### src/rtl/ex_pkg.sv
// Shared types for the execute stage: opcodes, FSM states and
// default operand/register-index widths.
package ex_pkg;

    localparam int N_DEF  = 32;
    localparam int RW_DEF = 5;

    typedef enum logic [2:0] {
        OP_ADD = 3'b000,
        OP_SUB = 3'b001,
        OP_MUL = 3'b010,
        OP_MOD = 3'b011,
        OP_AND = 3'b100,
        OP_CAT = 3'b101,
        OP_SRL = 3'b110,
        OP_SLL = 3'b111
    } opcode_t;

    typedef enum logic {
        IDLE = 1'b0,
        BUSY = 1'b1
    } state_t;

endpackage

### src/rtl/ex_stage_if.sv
// Decode -> execute -> writeback handshake bundle.
// slave: the execute stage; master: the surrounding pipeline.
interface ex_stage_if #(
    parameter int N  = 32,
    parameter int RW = 5
) ();

    logic          in_valid;
    logic          in_ready;
    logic [2:0]    in_opcode;
    logic [N-1:0]  in_a;
    logic [N-1:0]  in_b;
    logic [RW-1:0] in_rd;
    logic          out_valid;
    logic          out_ready;
    logic [N-1:0]  out_result;
    logic          out_carry;
    logic [RW-1:0] out_rd;

    modport slave (
        input  in_valid, in_opcode, in_a, in_b, in_rd, out_ready,
        output in_ready, out_valid, out_result, out_carry, out_rd
    );

    modport master (
        output in_valid, in_opcode, in_a, in_b, in_rd, out_ready,
        input  in_ready, out_valid, out_result, out_carry, out_rd
    );

endinterface

### src/rtl/mod_iter.sv
// Restoring shift-subtract remainder unit, one quotient bit per cycle.
// done is combinational on the final iteration; remainder is valid with it.
module mod_iter #(
    parameter int N = 32
) (
    input  logic         clk,
    input  logic         rst,
    input  logic         start,
    input  logic [N-1:0] dividend,
    input  logic [N-1:0] divisor,
    output logic         done,
    output logic [N-1:0] remainder
);

    localparam int CW = $clog2(N);

    logic [N-1:0]  q_q;
    logic [N-1:0]  d_q;
    logic [N-1:0]  r_q;
    logic [CW-1:0] cnt_q;
    logic          busy_q;
    logic [N:0]    shl;
    logic [N:0]    diff;
    logic [N-1:0]  r_next;

    // One restoring step: shift in next dividend bit, subtract if it fits.
    always_comb begin
        shl    = {r_q, q_q[N-1]};
        diff   = shl - {1'b0, d_q};
        r_next = (shl >= {1'b0, d_q}) ? diff[N-1:0] : shl[N-1:0];
    end

    assign done      = busy_q && (cnt_q == CW'(N - 1));
    assign remainder = r_next;

    // Iteration state; a zero divisor naturally leaves the dividend.
    always_ff @(posedge clk) begin
        if (rst) begin
            q_q    <= '0;
            d_q    <= '0;
            r_q    <= '0;
            cnt_q  <= '0;
            busy_q <= 1'b0;
        end else if (start) begin
            q_q    <= dividend;
            d_q    <= divisor;
            r_q    <= '0;
            cnt_q  <= '0;
            busy_q <= 1'b1;
        end else if (busy_q) begin
            r_q   <= r_next;
            q_q   <= q_q << 1;
            cnt_q <= cnt_q + 1'b1;
            if (done) begin
                busy_q <= 1'b0;
                cnt_q  <= '0;
            end
        end
    end

endmodule

### src/rtl/ex_stage.sv
// Execute stage: single-cycle ALU with a registered valid/ready output.
// EX_STAGE_ITER_MOD_EN: mod runs on the iterative mod_iter unit (BUSY).
module ex_stage
    import ex_pkg::*;
#(
    parameter int N  = N_DEF,
    parameter int RW = RW_DEF
) (
    input logic      clk,
    input logic      rst,
    ex_stage_if.slave bus
);

    state_t       state_q;
    state_t       state_d;
    opcode_t      op;
    logic         accept;
    logic         load_alu;
    logic [N:0]   sum;
    logic [N-1:0] res_d;
    logic         carry_d;
    logic         mod_done;
    logic [N-1:0] mod_rem;

    assign op          = opcode_t'(bus.in_opcode);
    assign bus.in_ready = (state_q == IDLE) &&
                          (!bus.out_valid || bus.out_ready);
    assign accept      = bus.in_valid && bus.in_ready;
    assign sum         = {1'b0, bus.in_a} + {1'b0, bus.in_b};

`ifdef EX_STAGE_ITER_MOD_EN
    logic mod_start;

    mod_iter #(.N(N)) u_mod (
        .clk       (clk),
        .rst       (rst),
        .start     (mod_start),
        .dividend  (bus.in_a),
        .divisor   (bus.in_b),
        .done      (mod_done),
        .remainder (mod_rem)
    );
`else
    assign mod_done = 1'b0;
    assign mod_rem  = '0;
`endif

    // Single-cycle result and carry for the presented opcode.
    always_comb begin
        res_d   = '0;
        carry_d = 1'b0;
        unique case (op)
            OP_ADD: {carry_d, res_d} = sum;
            OP_SUB: res_d = bus.in_a - bus.in_b;
            OP_MUL: res_d = bus.in_a * bus.in_b;
            OP_AND: res_d = bus.in_a & bus.in_b;
            OP_CAT: res_d = {{(N - 16){1'b0}}, bus.in_a[7:0], bus.in_b[7:0]};
            OP_SRL: res_d = (bus.in_b >= N'(N)) ? '0 : bus.in_a >> bus.in_b;
            OP_SLL: res_d = (bus.in_b >= N'(N)) ? '0 : bus.in_a << bus.in_b;
`ifdef EX_STAGE_ITER_MOD_EN
            OP_MOD: res_d = '0;
`else
            OP_MOD: res_d = (bus.in_b == '0) ? bus.in_a : bus.in_a % bus.in_b;
`endif
            default: res_d = '0;
        endcase
    end

    // Next state and accept routing (ALU load vs. iterative start).
    always_comb begin
        state_d  = state_q;
        load_alu = 1'b0;
`ifdef EX_STAGE_ITER_MOD_EN
        mod_start = 1'b0;
`endif
        unique case (state_q)
            IDLE: begin
                if (accept) begin
`ifdef EX_STAGE_ITER_MOD_EN
                    if (op == OP_MOD) begin
                        mod_start = 1'b1;
                        state_d   = BUSY;
                    end else begin
                        load_alu = 1'b1;
                    end
`else
                    load_alu = 1'b1;
`endif
                end
            end
            BUSY: begin
                if (mod_done) state_d = IDLE;
            end
            default: state_d = IDLE;
        endcase
    end

    // State register and held output; reset wins over everything.
    always_ff @(posedge clk) begin
        if (rst) begin
            state_q        <= IDLE;
            bus.out_valid  <= 1'b0;
            bus.out_result <= '0;
            bus.out_carry  <= 1'b0;
            bus.out_rd     <= '0;
        end else begin
            state_q <= state_d;
            if (load_alu) begin
                bus.out_valid  <= 1'b1;
                bus.out_result <= res_d;
                bus.out_carry  <= carry_d;
                bus.out_rd     <= bus.in_rd;
            end else if (mod_done) begin
                bus.out_valid  <= 1'b1;
                bus.out_result <= mod_rem;
                bus.out_carry  <= 1'b0;
            end else if (bus.out_ready) begin
                bus.out_valid <= 1'b0;
            end
`ifdef EX_STAGE_ITER_MOD_EN
            if (mod_start) bus.out_rd <= bus.in_rd;
`endif
        end
    end

endmodule

### src/flat_wrapper.sv
// flat-port wrapper written by rule: the top's interface ports become plain ports
module ex_stage_flat import ex_pkg::*;
#(
    parameter int N  = N_DEF,
    parameter int RW = RW_DEF
)
  (clk, rst, bus_in_valid, bus_in_opcode, bus_in_a, bus_in_b, bus_in_rd, bus_out_ready, bus_in_ready, bus_out_valid, bus_out_result, bus_out_carry, bus_out_rd);
  ex_stage_if #(.N(N), .RW(RW)) bus_i ();
  input logic clk;
  input logic rst;
  input wire logic [$bits(bus_i.in_valid)-1:0] bus_in_valid;
  input wire logic [$bits(bus_i.in_opcode)-1:0] bus_in_opcode;
  input wire logic [$bits(bus_i.in_a)-1:0] bus_in_a;
  input wire logic [$bits(bus_i.in_b)-1:0] bus_in_b;
  input wire logic [$bits(bus_i.in_rd)-1:0] bus_in_rd;
  input wire logic [$bits(bus_i.out_ready)-1:0] bus_out_ready;
  output wire logic [$bits(bus_i.in_ready)-1:0] bus_in_ready;
  output wire logic [$bits(bus_i.out_valid)-1:0] bus_out_valid;
  output wire logic [$bits(bus_i.out_result)-1:0] bus_out_result;
  output wire logic [$bits(bus_i.out_carry)-1:0] bus_out_carry;
  output wire logic [$bits(bus_i.out_rd)-1:0] bus_out_rd;
  assign bus_i.in_valid = bus_in_valid;
  assign bus_i.in_opcode = bus_in_opcode;
  assign bus_i.in_a = bus_in_a;
  assign bus_i.in_b = bus_in_b;
  assign bus_i.in_rd = bus_in_rd;
  assign bus_i.out_ready = bus_out_ready;
  assign bus_in_ready = bus_i.in_ready;
  assign bus_out_valid = bus_i.out_valid;
  assign bus_out_result = bus_i.out_result;
  assign bus_out_carry = bus_i.out_carry;
  assign bus_out_rd = bus_i.out_rd;
  ex_stage #(.N(N), .RW(RW)) u_core (.clk(clk), .rst(rst), .bus(bus_i));
endmodule
### config.mk
export PLATFORM = sky130hd
export DESIGN_NAME = ex_stage_flat
export DESIGN_NICKNAME = d
export VERILOG_FILES = /design/src/rtl/ex_pkg.sv /design/src/rtl/ex_stage_if.sv /design/src/rtl/mod_iter.sv /design/src/rtl/ex_stage.sv /design/src/flat_wrapper.sv
export SDC_FILE = /design/constraint.sdc
export NUM_CORES = 2
export LEC_CHECK = 0
export CAP_MARGIN = 20
export CORE_MARGIN = 8
export CORE_UTILIZATION = 29
export DETAILED_ROUTE_END_ITERATION = 8
export PLACE_DENSITY_LB_ADDON = 0.08
export RECOVER_POWER = 100
export SLEW_MARGIN = 20
export SYNTH_ARGS = -nofsm -noshare
export SYNTH_HDL_FRONTEND = slang
export SYNTH_SLANG_ARGS = --single-unit
### constraint.sdc
create_clock -name clk -period 265 [get_ports clk]
set_input_delay 53 -clock clk [delete_from_list [all_inputs] [get_ports clk]]
set_output_delay 53 -clock clk [all_outputs]
set_load 0.05 [all_outputs]
==> qor.csv <==
stage,metric,value,unit
outcome,outcome,finished with violations,
outcome,failing checks,"capacitance limit, slew limit",
clocking,number of H-tree levels,2,
detailed_routing,Initial DRC Count,6058,
timing,post-route setup slack,108.60,ns
global_routing,first-pass GRT wire length,432000,um
cells_and_area,Area Growth Syn to Fin,7.94,%
power_and_ir_drop,Overall Power,0.707,mW
worst_setup_path,Critical Path RT,265.18,ns
timing,worst rel slew slack,-0.442,
run,Max Cap Violations,9,
clocking,hold_buf cts,0,
yosys,commonest cells in the synthesized netlist,"nand2_1 (992), nor2_1 (754), ha_1 (717)",
timing,Slew @ Worst Pin,2.16,ns
clocking,post_cts resized,0,
detailed_routing,Final ANT Viol Nets,0,
cells_and_area,"Core Util, Final",0.314,
timing,hold slack,0.453,ns
detailed_routing,Routed WL per cell,29.7,um
placed_design,DP Area,59300,um2
clocking,Max clock buf depth,2,
cells_and_area,fin area,59300,um2
yosys,Synth top area share,0.163,
cells_and_area,"Cell Count, Final, Fillers Out",10300,
yosys,Post-Synthesis Cells,7797,
placed_design,Buffers on Ports,115,
yosys,post-synthesis area per instance,7.05,um2
timing,Setup Total Neg Slack,0,ns
timing,Final setup viols,0,
power_and_ir_drop,pwr dens,11.9,nW/um2
yosys,Post-synth top flop,dfxtp_1,
yosys,synth top area cells,"ha_1 (16%), fa_1 (15%), nand2_1 (6.8%)",
yosys,post-synth top area cell,ha_1,
detailed_routing,1st-pass router iterations,7,
placed_design,Cells after DPL,10200,
placed_design,DP Wirelength,240000,um
worst_setup_path,maximum fanout along the worst path,37,
yosys,Synthesis Warnings,0,
worst_setup_path,Worst Path Arrival,156.58,ns
worst_setup_path,max incr delay on CP,1.59,ns
power_and_ir_drop,VDD IR max,40.8,uV
global_routing,gr ovfl total,0,
worst_setup_path,Setup CP Type,input port to flop,
cells_and_area,share of layout cells above drive strength 1,0.0550,
die,Die X,451,um
die,die area,204000,um2
yosys,syn_nets,9001,
timing,Clock Skews,0.0131,ns
clocking,CTS tree,done,
die,Initial Utilization,0.291,
placed_design,RePlAce Congestion,0.972,
yosys,sequential cell area fraction in the yosys report,0.0142,
detailed_routing,detailed-route vias per instance,5.88,
yosys,Post-synth EDFFs,0,
worst_setup_path,critical path's slowest cell,nor4_1,
global_routing,vias in the first global route,58800,
yosys,asr flop ratio synth,0,
worst_setup_path,most frequent CP cell,ha_1,
detailed_routing,Post-route DRC,0,
die,die height,451,um
clocking,Clock Latency Late Sink,0.31,ns
worst_setup_path,crit start category,input port,
die,core area,189000,um2
yosys,"flops & latches, synth",39,
hold_path,Hold Path Class,flop to flop,
global_routing,largest net degree at the start of global routing,83,
timing,RSZ-0062 raised after global routing,no,
clocking,# Post-CTS Setup Buffers,0,
die,FP Rows,160,
global_routing,GRT Util Overall,0.285,
yosys,Yosys cell types,115,
detailed_routing,DRT Wirelength,304000,um
yosys,cell area after synthesis,55000,um2
power_and_ir_drop,Leak Pwr,27.1,nW
timing,number of hold violations in the final report,0,
timing,Max Fclk,6.39,MHz
clocking,CTS Sinks,39,
placed_design,Setup WS pre-CTS,124.72,ns
detailed_routing,Vias,60200,
die,# IOs,116,
yosys,most numerous cell in the Yosys netlist,nand2_1,
timing,min cycle time layout,156.40,ns
cells_and_area,Final #Nets,8936,
timing,final period utilization,0.590,
global_routing,initial antenna violation count,19,
clocking,Clock transition at path regs,0.07,ns
worst_setup_path,Setup crit end kind,flop,
clocking,clock root cell,clkbuf_16,
clocking,cts bufs inserted,5,
timing,Max Transition Viols Final,243,
area by class of cell:
type / instances / area [um2]
fill: 20900 / 130000
multi-input combinational: 6685 / 50200
tap: 2511 / 3140
inverter: 692 / 2600
timing repair buffer: 309 / 2430
sequential: 39 / 781
clock buffer: 5 / 125
clock inverter: 2 / 37.5
antenna: 7 / 17.5
logic make-up after synthesis:
logic type	share of synthesized area
DFF	0.0142
buffers and inverters	0.0743
and+or+nand+nor	0.224
adders and majority gates	0.313
xor gates and xnor gates	0.0742
muxes	0.0246
AOI/OAI and AO/OA	0.276
final timing paths:
| path | cells past startpoint | from | to | slack, ns |
|---|---|---|---|---|
| min | 2 | u_core.bus.out_rd[1]$_SDFFE_PP0P_ | u_core.bus.out_rd[1]$_SDFFE_PP0P_ | 0.45 |
| max | 283 | bus_in_b[23] | u_core.bus.out_result[21]$_SDFFE_PP0P_ | 108.60 |
| max reg2reg | 9 | u_core.bus.out_valid$_SDFFE_PP0P_ | u_core.bus.out_result[17]$_SDFFE_PP0P_ | 261.47 |
| min reg2reg | 2 | u_core.bus.out_rd[1]$_SDFFE_PP0P_ | u_core.bus.out_rd[1]$_SDFFE_PP0P_ | 0.45 |
cells in the final DEF (no fill, tap or decap), types with 95 or more instances in the layout:
cell       n
nand2_1  992
nor2_1   751
ha_1     717
inv_1    673
a21oi_1  571
o21ai_0  432
fa_1     411
xnor2_1  304
nor3_1   220
a21o_1   193
buf_4    184
xor2_1   162
o21a_1   155
nand3_1  146
a31oi_1   95
power breakdown:
part / internal [mW] / total (mW) / switching, mW
registers: 0.00717 / 0.00829 / 0.00112
clock network: 0.00441 / 0.00754 / 0.00313
logic: 0.259 / 0.691 / 0.432
total: 0.271 / 0.707 / 0.436
flip-flops by register name, indices dropped and copies added (netlist names):
name and count:
u_core.bus.out_rd 5, u_core.bus.out_result 32, u_core.bus.out_valid 1, u_core.bus.out_carry 1
critical path: cells and delay by family:
family / cells / cell delay (ns)
compound gates: 153 / 54.38
fa+ha+maj: 31 / 10.98
buf+inv: 27 / 13.65
simple gates: 65 / 21.58
mux: 7 / 2.70
per-layer routing:
layer,vias up,GRT usage,wire length (um)
met5,-,0,0
met4,0,0.121,16000
met3,500,0.0212,16300
met2,2368,0.470,138000
met1,29900,0.384,135000
li1,27500,-,-
No activity file was read; power rests on OpenSTA's default activity.
